<file path="src/rtl/stack_unit.sv">
// LIFO stack with registered pop port, push/pop swap and overflow/underflow flags.
// Define STACK_ERR_STICKY_EN to make ovf/unf hold until reset instead of pulsing.
module stack_unit #(
    parameter int DATA_W = 16,
    parameter int DEPTH  = 16
) (
    input  logic                     clk,
    input  logic                     rst,
    input  logic                     psh,
    input  logic                     pop,
    input  logic [DATA_W-1:0]        push_data,
    output logic [DATA_W-1:0]        pop_data,
    output logic                     pop_valid,
    output logic [DATA_W-1:0]        top,
    output logic [$clog2(DEPTH):0]   count,
    output logic                     empty,
    output logic                     full,
    output logic                     ovf,
    output logic                     unf
);

    localparam int AW = $clog2(DEPTH);
    localparam int CW = AW + 1;

    logic [DATA_W-1:0] mem [DEPTH];
    logic [CW-1:0]     sp;
    logic [AW-1:0]     top_idx;
    logic [AW-1:0]     wr_addr;
    logic              wr_en;
    logic              ovf_evt;
    logic              unf_evt;

    // Low bits of sp minus one wrap sp==DEPTH onto the last entry.
    assign top_idx = sp[AW-1:0] - AW'(1);
    assign count   = sp;
    assign empty   = (sp == '0);
    assign full    = (sp == CW'(DEPTH));
    assign top     = empty ? '0 : mem[top_idx];

    assign ovf_evt = psh && !pop && full;
    assign unf_evt = pop && !psh && empty;

    always_comb begin
        wr_en   = 1'b0;
        wr_addr = sp[AW-1:0];
        if (psh && pop && !empty) begin
            wr_en   = 1'b1;
            wr_addr = top_idx;
        end else if (psh && !pop && !full) begin
            wr_en = 1'b1;
        end
    end

    // Storage is deliberately not reset; empty masks stale contents.
    always_ff @(posedge clk) begin
        if (!rst && wr_en)
            mem[wr_addr] <= push_data;
    end

    always_ff @(posedge clk) begin
        if (rst) begin
            sp        <= '0;
            pop_data  <= '0;
            pop_valid <= 1'b0;
            ovf       <= 1'b0;
            unf       <= 1'b0;
        end else begin
            pop_valid <= 1'b0;
            case ({psh, pop})
                2'b10: if (!full) sp <= sp + CW'(1);
                2'b01: begin
                    if (!empty) begin
                        pop_data  <= mem[top_idx];
                        pop_valid <= 1'b1;
                        sp        <= sp - CW'(1);
                    end
                end
                2'b11: begin
                    pop_data  <= empty ? push_data : mem[top_idx];
                    pop_valid <= 1'b1;
                end
                default: ;
            endcase
`ifdef STACK_ERR_STICKY_EN
            ovf <= ovf | ovf_evt;
            unf <= unf | unf_evt;
`else
            ovf <= ovf_evt;
            unf <= unf_evt;
`endif
        end
    end

endmodule

</file>
<file path="config.mk">
export PLATFORM = sky130hd
export DESIGN_NAME = stack_unit
export DESIGN_NICKNAME = d
export VERILOG_FILES = /design/src/rtl/stack_unit.sv
export SDC_FILE = /design/constraint.sdc
export NUM_CORES = 1
export LEC_CHECK = 0
export ABC_AREA = 1
export BUFFER_PORTS_ARGS = -buffer_cell sky130_fd_sc_hd__clkbuf_2
export CORE_ASPECT_RATIO = 0.6
export CORE_MARGIN = 1.5
export CORE_UTILIZATION = 35
export CTS_BUF_LIST = sky130_fd_sc_hd__clkbuf_8 sky130_fd_sc_hd__clkbuf_16
export DETAILED_ROUTE_END_ITERATION = 16
export HOLD_SLACK_MARGIN = 0.03
export PLACE_DENSITY_LB_ADDON = 0.12
export REMOVE_ABC_BUFFERS = 1
export SLEW_MARGIN = 10
export SYNTH_ARGS = -nofsm -noshare
export SYNTH_HDL_FRONTEND = slang
export SYNTH_SLANG_ARGS = --single-unit
export TNS_END_PERCENT = 1
</file>
<file path="constraint.sdc">
create_clock -name clk -period 5.62 [get_ports clk]
set_clock_uncertainty 0.1 [all_clocks]
set_input_delay 0 -clock clk [delete_from_list [all_inputs] [get_ports clk]]
set_output_delay 0 -clock clk [all_outputs]
set_load 0.05 [all_outputs]
</file>
* Word-level counts from Yosys, hierarchy flattened
Memory sizes are Yosys's and may differ from the RTL's.
Index checks and enable logic that the tools add are counted.
** Storage, ports and cells
- Logic and storage cells :: 47
- Memories :: 1
- Bits in writable memories :: 256
- Flip-flop bits (word level) :: 24
- Output and inout bits :: 42
** Memories
- mem :: words 16, bits a word 16, read ports 1, clocked after memory_dff 0, write ports 1, line 25 : logic [DATA_W-1:0] mem [DEPTH];
** Operators by class
- Equality and inequality tests :: 6
- Mux-type cells :: 14
- Add/sub/neg operators :: 3
- Reductions and logical operators :: 18
** Operators by type and width (number)
- 16-bit 2-to-1 mux :: 3
- 16-bit case mux with 2 select lines :: 1
- 5-bit 2-to-1 mux :: 2
- 5-bit case mux with 2 select lines :: 1
- 1-bit logical AND :: 8
- 5-bit by 1-bit adder with 5-bit output, second input constant :: 1
- 5-bit == test, second input constant :: 1
- 1-bit logical NOT :: 5
- 5-bit logical NOT :: 1
- 1-bit 2-to-1 mux :: 5
- 5-bit by 1-bit subtractor with 5-bit output, second input constant :: 1
- 2-bit == test, second input constant :: 2
- 4-bit 2-to-1 mux :: 1
- 2-bit inequality test, second input constant :: 2
- 2-bit nonzero test :: 2
- 4-bit by 1-bit subtractor with 4-bit output, second input constant :: 1
- 3-bit AND reduction :: 1
- 2-bit by 1-bit == test with 1-bit output, second input constant :: 1
- 1-bit case mux with 2 select lines :: 1
- 2-bit AND reduction :: 1

* Logic depth before layout (Yosys ltp)
Gate-level depths: netlist of run 1.
- Word-level depth :: 8
- Gate-level depth with buffers :: 14
- Depth with buffers taken out :: 10

* Worst setup path after synthesis of run 1
OpenSTA, ideal clock, no wires.
- Path kind :: register to register
- Start :: register sp[0] (netlist: count[0])
- End :: memory mem[10][0], enable pin
- Buffers on the path :: 5
- Arrival :: 3.089 ns
- Cell stages (with the launch flop) :: 13
- Setup slack :: 2.043 ns
- Period minus slack after synthesis :: 3.577 ns
- Required time :: 5.132 ns
- Cell sequence :: dfxtp_1 > buf_2 > inv_2 > buf_6 > buf_2 > ha_1 > inv_1 > buf_2 > buf_1 > o21ai_1 > inv_1 > nand2_1 > nor2_1
** RTL lines
- from (decl) :: line 26 : logic [CW-1:0] sp;
- from (signal assigned) :: line 70 : 2'b10: if (!full) sp <= sp + CW'(1);
- from (signal assigned) :: line 75 : sp <= sp - CW'(1);
- 4-bit by 1-bit subtractor with 4-bit output :: line 34 : assign top_idx = sp[AW-1:0] - AW'(1);
- via top_idx[0] :: line 27 : logic [AW-1:0] top_idx;
- 4-bit 2-to-1 mux :: line 46 : if (psh && pop && !empty) begin
- to (decl) :: line 25
The timed path passes the listed nets, and every way through them passes these cells.

* Final worst setup path of run 1
- Start :: register sp[0] (netlist: count[0])
- End :: output top[13]
** Between the ends
- Longest elaborated chain between the ends :: 3
** Ends and longest elaborated chain
- 4-bit by 1-bit subtractor with 4-bit output :: line 34
- memory 16 x 16 bit
- 16-bit 2-to-1 mux * :: line 38 : assign top = empty ? '0 : mem[top_idx];
- to (decl) :: line 14 : output logic [DATA_W-1:0] top,
Every way passes the cells marked *; elsewhere a longest branch is shown, timed or not.

==> metrics, run 1 <==
status=finished, final reports clean; CTS tree=done; Root Buffer=clkbuf_16; combinational share of power=27.0%; CP Data Required Time=between 5 and 6 ns; Post-Layout Cell Count=1799; wire length per cell=20.4 um; Netlist Area Pre-Place=0.0124 sq mm; DP Area=about 0.013 sq mm; Yosys top cell area share=62.0%; # H-tree levels=1; Die Y=149 um; Resized cells post-CTS=0; diode count=0; CP max FO=64; sequential area share after synthesis=65.9%; DP Cell Count=1727; clk_lat worst skew=0.56 ns; post-route met1 wirelength=18800 um; Slew @ Worst Pin=1.11 ns; Sw Share=35.8%; Yosys top cell by area=edfxtp_1; first-pass GRT wire length=54100 um; leakage power=around 6.1 nW; Die Wd=246 um; vias in the first global route=8136; initial DRC count=829; top layer in use=met4; I/O pins=62; Gate Count Post-Synth=roughly 1200; antenna violations before repair=1; sequential power share=between 40 and 50%; Design Area, Final=0.0142 sq mm; Layout area overhead=14.8%; crit path launch type=register; Sw Pwr=about 2.1 mW; Post-synth EDFFs=256; row count=53; total track usage=20.4%; Clock Sinks=280; drt first pass iters=5; worst vdd ir=roughly 220 uV; Synth top cells by count=nand2_1 (376), edfxtp_1 (256), inv_1 (208); clock buffer depth=3; cts bufs inserted=28; post-CTS setup buffers=0; initial core utilization=35.5%; clock network fraction of total power=~32%; final number of hold-violating endpoints=0; DR vias/cell=4.80; Netlist cell types=29; GP Congestion=0.844; min Tclk post-route=roughly 4 ns; most common cell in the netlist=nand2_1; met3 routed WL=2720 um; Syn. warnings=0; kind of end point of the critical path=output pin; antenna-violating nets left=0; arrival time worst endpoint=3.85 ns; share of cells above drive strength 1=11.4%; flops & latches, synth=280; I/O Buffers=61; met2 wire length=14400 um; Final #Nets=1337; grt total ovfl=0; number of remaining DRC errors=0; relative slew slack=26.1%; Final Max Slew Viols=0; FMAX=253 MHz; final period utilization=70.3%; Hold Crit Class=in -> reg; Avg Cell Area, Syn=9.96 sq um; RSZ-0062 raised after global routing=false; final setup violation count=0; total number of vias=8639; internal power=around 3.7 mW; Core ar.=0.0349 sq mm; Synth Flop Type=edfxtp_1; Max-cap violations=0; WS Path Type=reg -> out; Worst-path clk slew=0.06 ns; HPWL after DPL=approximately 23000 um; Synth area leaders=edfxtp_1 (62%), nand2_1 (11%), nand3_1 (8.0%); async set-or-reset flop fraction in the synthesized netlist=0%; Detailed Route WL=between 30000 and 40000 um; DIE AREA=0.0366 sq mm; largest net degree at the start of global routing=78; pwr dens=406 mW/mm^2
## path summary, 6_finish.rpt
kind | cells after the start | startpoint | endpoint | slack, ns
worst max-delay path | 8 | count[0] | top[13] | 1.67
worst min register to register | 2 | pop_data[11] | pop_data[11] | 0.43
worst max register to register | 7 | count[0] | mem[8][10] | 2.07
worst min-delay path | 3 | rst | unf | 0.13
## worst max-delay path: stages (launching register included)
cell      delay (ns)
dfxtp_4         0.56
inv_4           0.31
ha_2            0.44
buf_4           0.62
nand3_1         0.39
nand3_1         0.18
nand3_1         0.11
a21oi_1         0.28
clkbuf_2        0.33
## kinds of logic after synthesis
logic type,share of synthesized area [%]
buffers and inverters,9.01
and+or+nand+nor,20.7
DFF,65.9
adders and majority gates,0.666
xor gates and xnor gates,0.555
AOI/OAI and AO/OA,3.17
## cell type report
class,count,area (sq um)
clock buffers,29,726
clock inverters,22,163
fillers,3455,20700
multi-input cells,694,3170
inverters,213,807
well taps,467,584
flip-flops and latches,280,8170
repair buffers,94,606
## sequential cells by signal, summed over array words and instances, names as in the netlist
name       count
mem          256
ovf            1
unf            1
count          5
pop_valid      1
pop_data      16
## through the flow
step | TNS, ns | utilization [%] | setup slack, ns | power (mW) | hold WS, ns
floorplan | -875.75 | - | -3.28 | 3.41 | -0.0309
global placement | 0 | 37.6 | 2.03 | 3.96 | 0.104
detailed placement | 0 | 37.6 | 2.03 | 3.96 | 0.110
CTS | 0 | 40.7 | 1.65 | 5.82 | 0.0736
global route | 0 | 40.7 | 1.48 | 6.01 | 0.124
finish | 0 | 40.7 | 1.67 | 5.78 | 0.128
## layer usage
layer	GRT usage, %	up-vias
li1	-	4178
met1	33.4	4134
met2	27.1	280
met3	3.80	47
met4	4.57	0
met5	0	-
## timing repair
item                                   in CTS  in global routing
setup endpoints to repair                   0                  0
hold buffers                               21                  0
endpoints found under the hold margin     264                  0
## power groups by stage
| stage | Clock (mW) | Sequential [mW] | Combinational (mW) |
|---|---|---|---|
| floorplan | 0 | 2.52 | 0.890 |
| global placement | 0 | 2.42 | 1.55 |
| detailed placement | 0 | 2.42 | 1.54 |
| CTS | 1.88 | 2.37 | 1.56 |
| global route | 1.97 | 2.38 | 1.67 |
| finish | 1.85 | 2.37 | 1.56 |
## layout by cell type, fill, tap and decap left out, types with 2 or more instances in the layout
master / synthesis / layout
o21ai_0: 17 / 17
xnor2_1: 3 / 2
a21oi_1: 54 / 54
clkinv_4: 0 / 2
dlygate4sd3_1: 0 / 21
nor2_1: 20 / 4
clkinv_2: 0 / 7
nand2_1: 376 / 376
nand2_2: 4 / 4
clkbuf_16: 0 / 29
bufinv_16: 0 / 2
ha_1: 5 / 4
inv_2: 3 / 3
inv_4: 2 / 3
nor2_2: 1 / 17
o21ai_1: 4 / 4
xor2_1: 3 / 3
inv_1: 208 / 208
edfxtp_1: 256 / 256
dfxtp_1: 24 / 23
buf_4: 3 / 12
o21ai_2: 2 / 2
clkbuf_2: 0 / 61
nand3_1: 198 / 198
clkinv_1: 0 / 8
Note: power is estimated with default switching activity, not from simulation.
==> run 2, diff against run 1 <==
clock period = 4.1 ns   (was 5.62 ns; I/O delays follow)
==> run 2 against run 1 <==
Effect of this change: clock-buffer cell count did not move; sequential share of layout area fell by 1.6 points; first-iteration DRC count fell by 0.48%; critical path type unchanged; final cell count rose by 1.7%.
==> metrics, run 2 (synthesis results as in run 1) <==
clk_lat worst skew=between 0.5 and 0.6 ns; arrival time worst endpoint=3.30 ns; Hold Crit Class=in -> reg; Layout area overhead=18.1%; CP max FO=45; combinational share of power=27.4%; Die Wd=246 um; final number of hold-violating endpoints=0; vias in the first global route=8110; Sw Share=34.4%; most common cell after layout, fill and taps aside=nand2_1; worst hold slack=between 0.1 and 0.15 ns; FMAX=294 MHz; top layer in use=met4; antenna-violating nets left=0; Final Max Slew Viols=0; drt first pass iters=5; setup TNS=0 ns; Sequential Area=between 0.008 and 0.009 sq mm; clock buffer depth=3; Slew @ Worst Pin=0.667 ns; pwr dens=558 mW/mm^2; met2 wire length=14300 um; DR vias/cell=4.74; initial DRC count=825; cts bufs inserted=29; DIE AREA=0.0366 sq mm; Clock Sinks=280; Sw Pwr=2.81 mW; DP Area=0.0135 sq mm; initial core utilization=35.5%; final period utilization=83.0%; I/O Buffers=61; Max-cap violations=0; first-pass GRT wire length=53000 um; WS Path Type=reg -> out; grt total ovfl=0; Design Area, Final=0.0146 sq mm; Most flops, register=mem; final setup violation count=0; Worst-path clk slew=about 0.07 ns; total number of vias=between 8000 and 9000; Die Y=149 um; post-route met1 wirelength=18400 um; share of cells above drive strength 1=13.4%; kind of end point of the critical path=output pin; # H-tree levels=1; row count=53; min Tclk post-route=3.40 ns; RSZ-0062 raised after global routing=false; Resized cells post-CTS=0; GP Congestion=0.809; status=finished, final reports clean; Core ar.=0.0349 sq mm; I/O pins=62; crit path launch type=register; internal power=about 5.4 mW; leakage power=6.28 nW; wire length per cell=19.2 um; CP Data Required Time=4.00 ns; HPWL after DPL=21900 um; antenna violations before repair=0; total track usage=19.6%; largest net degree at the start of global routing=57; Detailed Route WL=~35000 um; number of remaining DRC errors=0; relative slew slack=55.5%; number of flip-flops in the largest register=256; Root Buffer=clkbuf_16; pre-CTS WS=approximately 1.2 ns; CTS tree=done; met3 routed WL=1550 um; fill count=3441; most frequent cells in the layout=nand2_1 (376), edfxtp_1 (256), inv_1 (209); Final #Nets=1367; worst vdd ir=293 uV; diode count=0; setup ws final=0.696 ns; sequential power share=39.9%; clock network fraction of total power=32.7%; Layout Utilization=41.9%; footprint of the multi-input gates=0.00317 sq mm
-- run 2: changes by cell type in the layout (fill, tap and decap cells not counted), moves of 2 or more --
cell        delta
buf_4         +28
buf_12         +8
clkbuf_2       -7
clkinvlp_4     +4
bufinv_16      +2
clkinv_2       -2
clkinv_4       -2
-- run 2: through the flow --
step	cells	power [mW]
global route	1830	8.53
detailed placement	1756	5.56
finish	1830	8.17
global placement	1756	5.57
CTS	1830	8.25
floorplan	1187	4.67
-- run 2: cell type report --
cell class                      count  area share [%]
Timing Repair Buffer              123            6.43
Multi-Input combinational cell    694            21.7
Clock inverter                     24            1.59
Clock buffer                       29            4.96
Inverter                          213            5.51
Sequential cell                   280            55.8
Tap cell                          467            3.99
-- run 2: path summary, 6_finish.rpt --
check | start | to | slack (ns) | cells after the start
setup reg to reg | count[0] | mem[6][10] | 1.17 | 8
hold reg to reg | pop_data[11] | pop_data[11] | 0.44 | 2
setup / recovery | count[0] | top[10] | 0.70 | 8
hold / removal | rst | unf | 0.12 | 3
-- run 2: timing repair --
action | in CTS | in global routing
hold endpoints to repair | 280 | 0
buffers inserted | 0 | 0
hold buffers | 21 | 0
-- run 2: per-layer routing --
metal  global-route usage, %  vias to the layer above
met5                       0                        -
met4                    4.82                        0
met3                    3.47                       46
met2                    27.3                      191
met1                    31.1                     4193
li1                        -                     4251
-- run 2: power groups by stage --
| stage | Clock (mW) | Sequential [mW] | Combinational [mW] |
|---|---|---|---|
| global placement | 0 | 3.32 | 2.25 |
| CTS | 2.73 | 3.26 | 2.26 |
| global route | 2.84 | 3.27 | 2.42 |
| floorplan | 0 | 3.45 | 1.22 |
| detailed placement | 0 | 3.32 | 2.24 |
| finish | 2.67 | 3.26 | 2.24 |
-- run 2: critical path, cell delays in order (launching register included) --
cell	delay [ns]
dfxtp_4	0.70
inv_4	0.20
ha_2	0.41
buf_4	0.42
nand3_1	0.14
nand3_1	0.12
nand3_1	0.12
a21oi_1	0.42
buf_12	0.20
==> run 3, diff against run 2 <==
clock period = 3.5 ns   (was 4.1 ns; I/O delays follow)
==> run 3 against run 2 <==
Effect of this change: design area rose by 0.43%; routed wire length fell by 1.8%; hold slack improved by 0.0046 ns; sequential power rose by 17%; sequential share of layout area fell by 0.24 points; sequential cell count did not move; die area did not move; power rose by 19%; final cell count fell by 0.55%; clock-buffer cell count did not move; largest power group unchanged.
==> metrics, run 3 (synthesis results as in run 1) <==
status=finished, final reports clean; I/O pins=62; crit path launch type=register; vias in the first global route=8151; clk_lat worst skew=0.55 ns; total number of vias=between 8000 and 9000; Root Buffer=clkbuf_16; Core ar.=0.0349 sq mm; final setup violation count=0; final number of hold-violating endpoints=0; DR vias/cell=between 4 and 5; pwr dens=roughly 660 mW/mm^2; initial core utilization=35.5%; number of flip-flops in the largest register=roughly 260; initial DRC count=677; Max-cap violations=0; Final Max Slew Viols=0; most common cell after layout, fill and taps aside=nand2_1; worst vdd ir=roughly 400 uV; row count=53; # H-tree levels=1; CP Data Required Time=3.40 ns; Layout Utilization=42.1%; Hold Crit Class=in -> reg; setup ws final=0.472 ns; Hold Crit Endpoint=unf; Layout area overhead=18.6%; CTS tree=done; pre-CTS WS=about 0.75 ns; kind of end point of the critical path=output pin; grt met1 use=30.3%; antenna violations before repair=0; drt first pass iters=5; antenna-violating nets left=0; relative slew slack=37.5%; Pwr Total=approximately 9.7 mW; share of cells above drive strength 1=12.6%; number of remaining DRC errors=0; WS Path Type=reg -> out; busiest layer in global routing=met1; Worst Reg2Reg Path Length in Cells=9; clock buffer depth=3; HPWL after DPL=approximately 20000 um; setup TNS=0 ns; I/O Buffers=61; fill count=around 3300; CP max FO=64; Die Y=149 um; Die Wd=246 um; total track usage=19.3%; met2 GRT Util=around 28%; Clock Sinks=280; grt total ovfl=0; flop-to-flop setup slack=0.75 ns; cts bufs inserted=28; Final #Nets=approximately 1400; GP Congestion=0.765; r2r startpoint=count[1]; diode count=0; Design Area, Final=0.0147 sq mm; final period utilization=86.5%; Most flops, register=mem; hold_sp=rst; DP Area=0.0136 sq mm; FF-to-FF End=mem[5][2]; most frequent cells in the layout=nand2_1 (376), edfxtp_1 (256), inv_1 (213); RSZ-0062 raised after global routing=false; Worst-path clk slew=about 0.070 ns; wire length per cell=18.9 um; met3 GRT Util=2.88%; Sequential Area=0.00817 sq mm; first-pass GRT wire length=roughly 52000 um; Slew @ Worst Pin=approximately 0.94 ns; DIE AREA=around 0.037 sq mm; post-CTS setup buffers=0; footprint of the multi-input gates=0.00317 sq mm; leakage power=6.31 nW; min Tclk post-route=3.03 ns; Detailed Route WL=between 30000 and 40000 um; largest net degree at the start of global routing=129; arrival time worst endpoint=2.93 ns; worst hold path stage count=3; FMAX=330 MHz
## run 3: cell types whose count changed in the layout (fill, tap and decap cells not counted), sizes merged
cell / previous run / this run
clkbuf: 83 / 74
clkinvlp: 5 / 1
clkinv: 13 / 12
inv: 215 / 219
## run 3: what timing repair did
action | in CTS | in global routing
hold endpoints to repair | 280 | 0
hold buffers | 21 | 0
resized for setup | 0 | 0
## run 3: critical path, stage by stage (launching register included)
cell	delay [ns]
dfxtp_1	0.41
inv_1	0.15
ha_2	0.39
buf_12	0.32
nand3_1	0.14
nand3_1	0.13
nand3_1	0.25
a21oi_1	0.36
buf_12	0.18
## run 3: metrics by stage
step,instances,hold WS [ns]
final,1820,0.126
after global routing,1820,0.132
after CTS,1820,0.102
after detailed placement,1747,0.133
after global placement,1747,0.129
after floorplan,1187,-0.0309
## run 3: how the worst max path moves through the flow
stage / to / startpoint / cells past startpoint / slack, ns
detailed placement: mem[5][2] / count[1] / 9 / 0.75
floorplan: mem[12][0] / count[0] / 6 / -5.40
global placement: mem[5][10] / count[1] / 9 / 0.82
global route: top[13] / count[1] / 9 / 0.31
CTS: top[0] / count[1] / 8 / 0.42
finish: top[0] / count[1] / 8 / 0.47
## run 3: cell type report
cell class              count  area share (%)
multi-input cells         694            21.6
repair buffers            114            7.03
flip-flops and latches    280            55.6
inverters                 213            5.49
clock inverters            23            1.38
clock buffers              29            4.94
well taps                 467            3.98
## run 3: power breakdown
part / internal, mW / total [mW] / switching (mW)
clock: 1.79 / 3.08 / 1.29
sequential: 3.75 / 3.80 / 0.0469
combinational: 0.891 / 2.84 / 1.94
total: 6.43 / 9.71 / 3.28
## run 3: routing by layer
| metal | share of wire [%] | vias up |
|---|---|---|
| met1 | 52 | 4088 |
| li1 | - | 4216 |
| met5 | 0 | - |
| met4 | 2.2 | 0 |
| met3 | 4.8 | 46 |
| met2 | 41 | 203 |
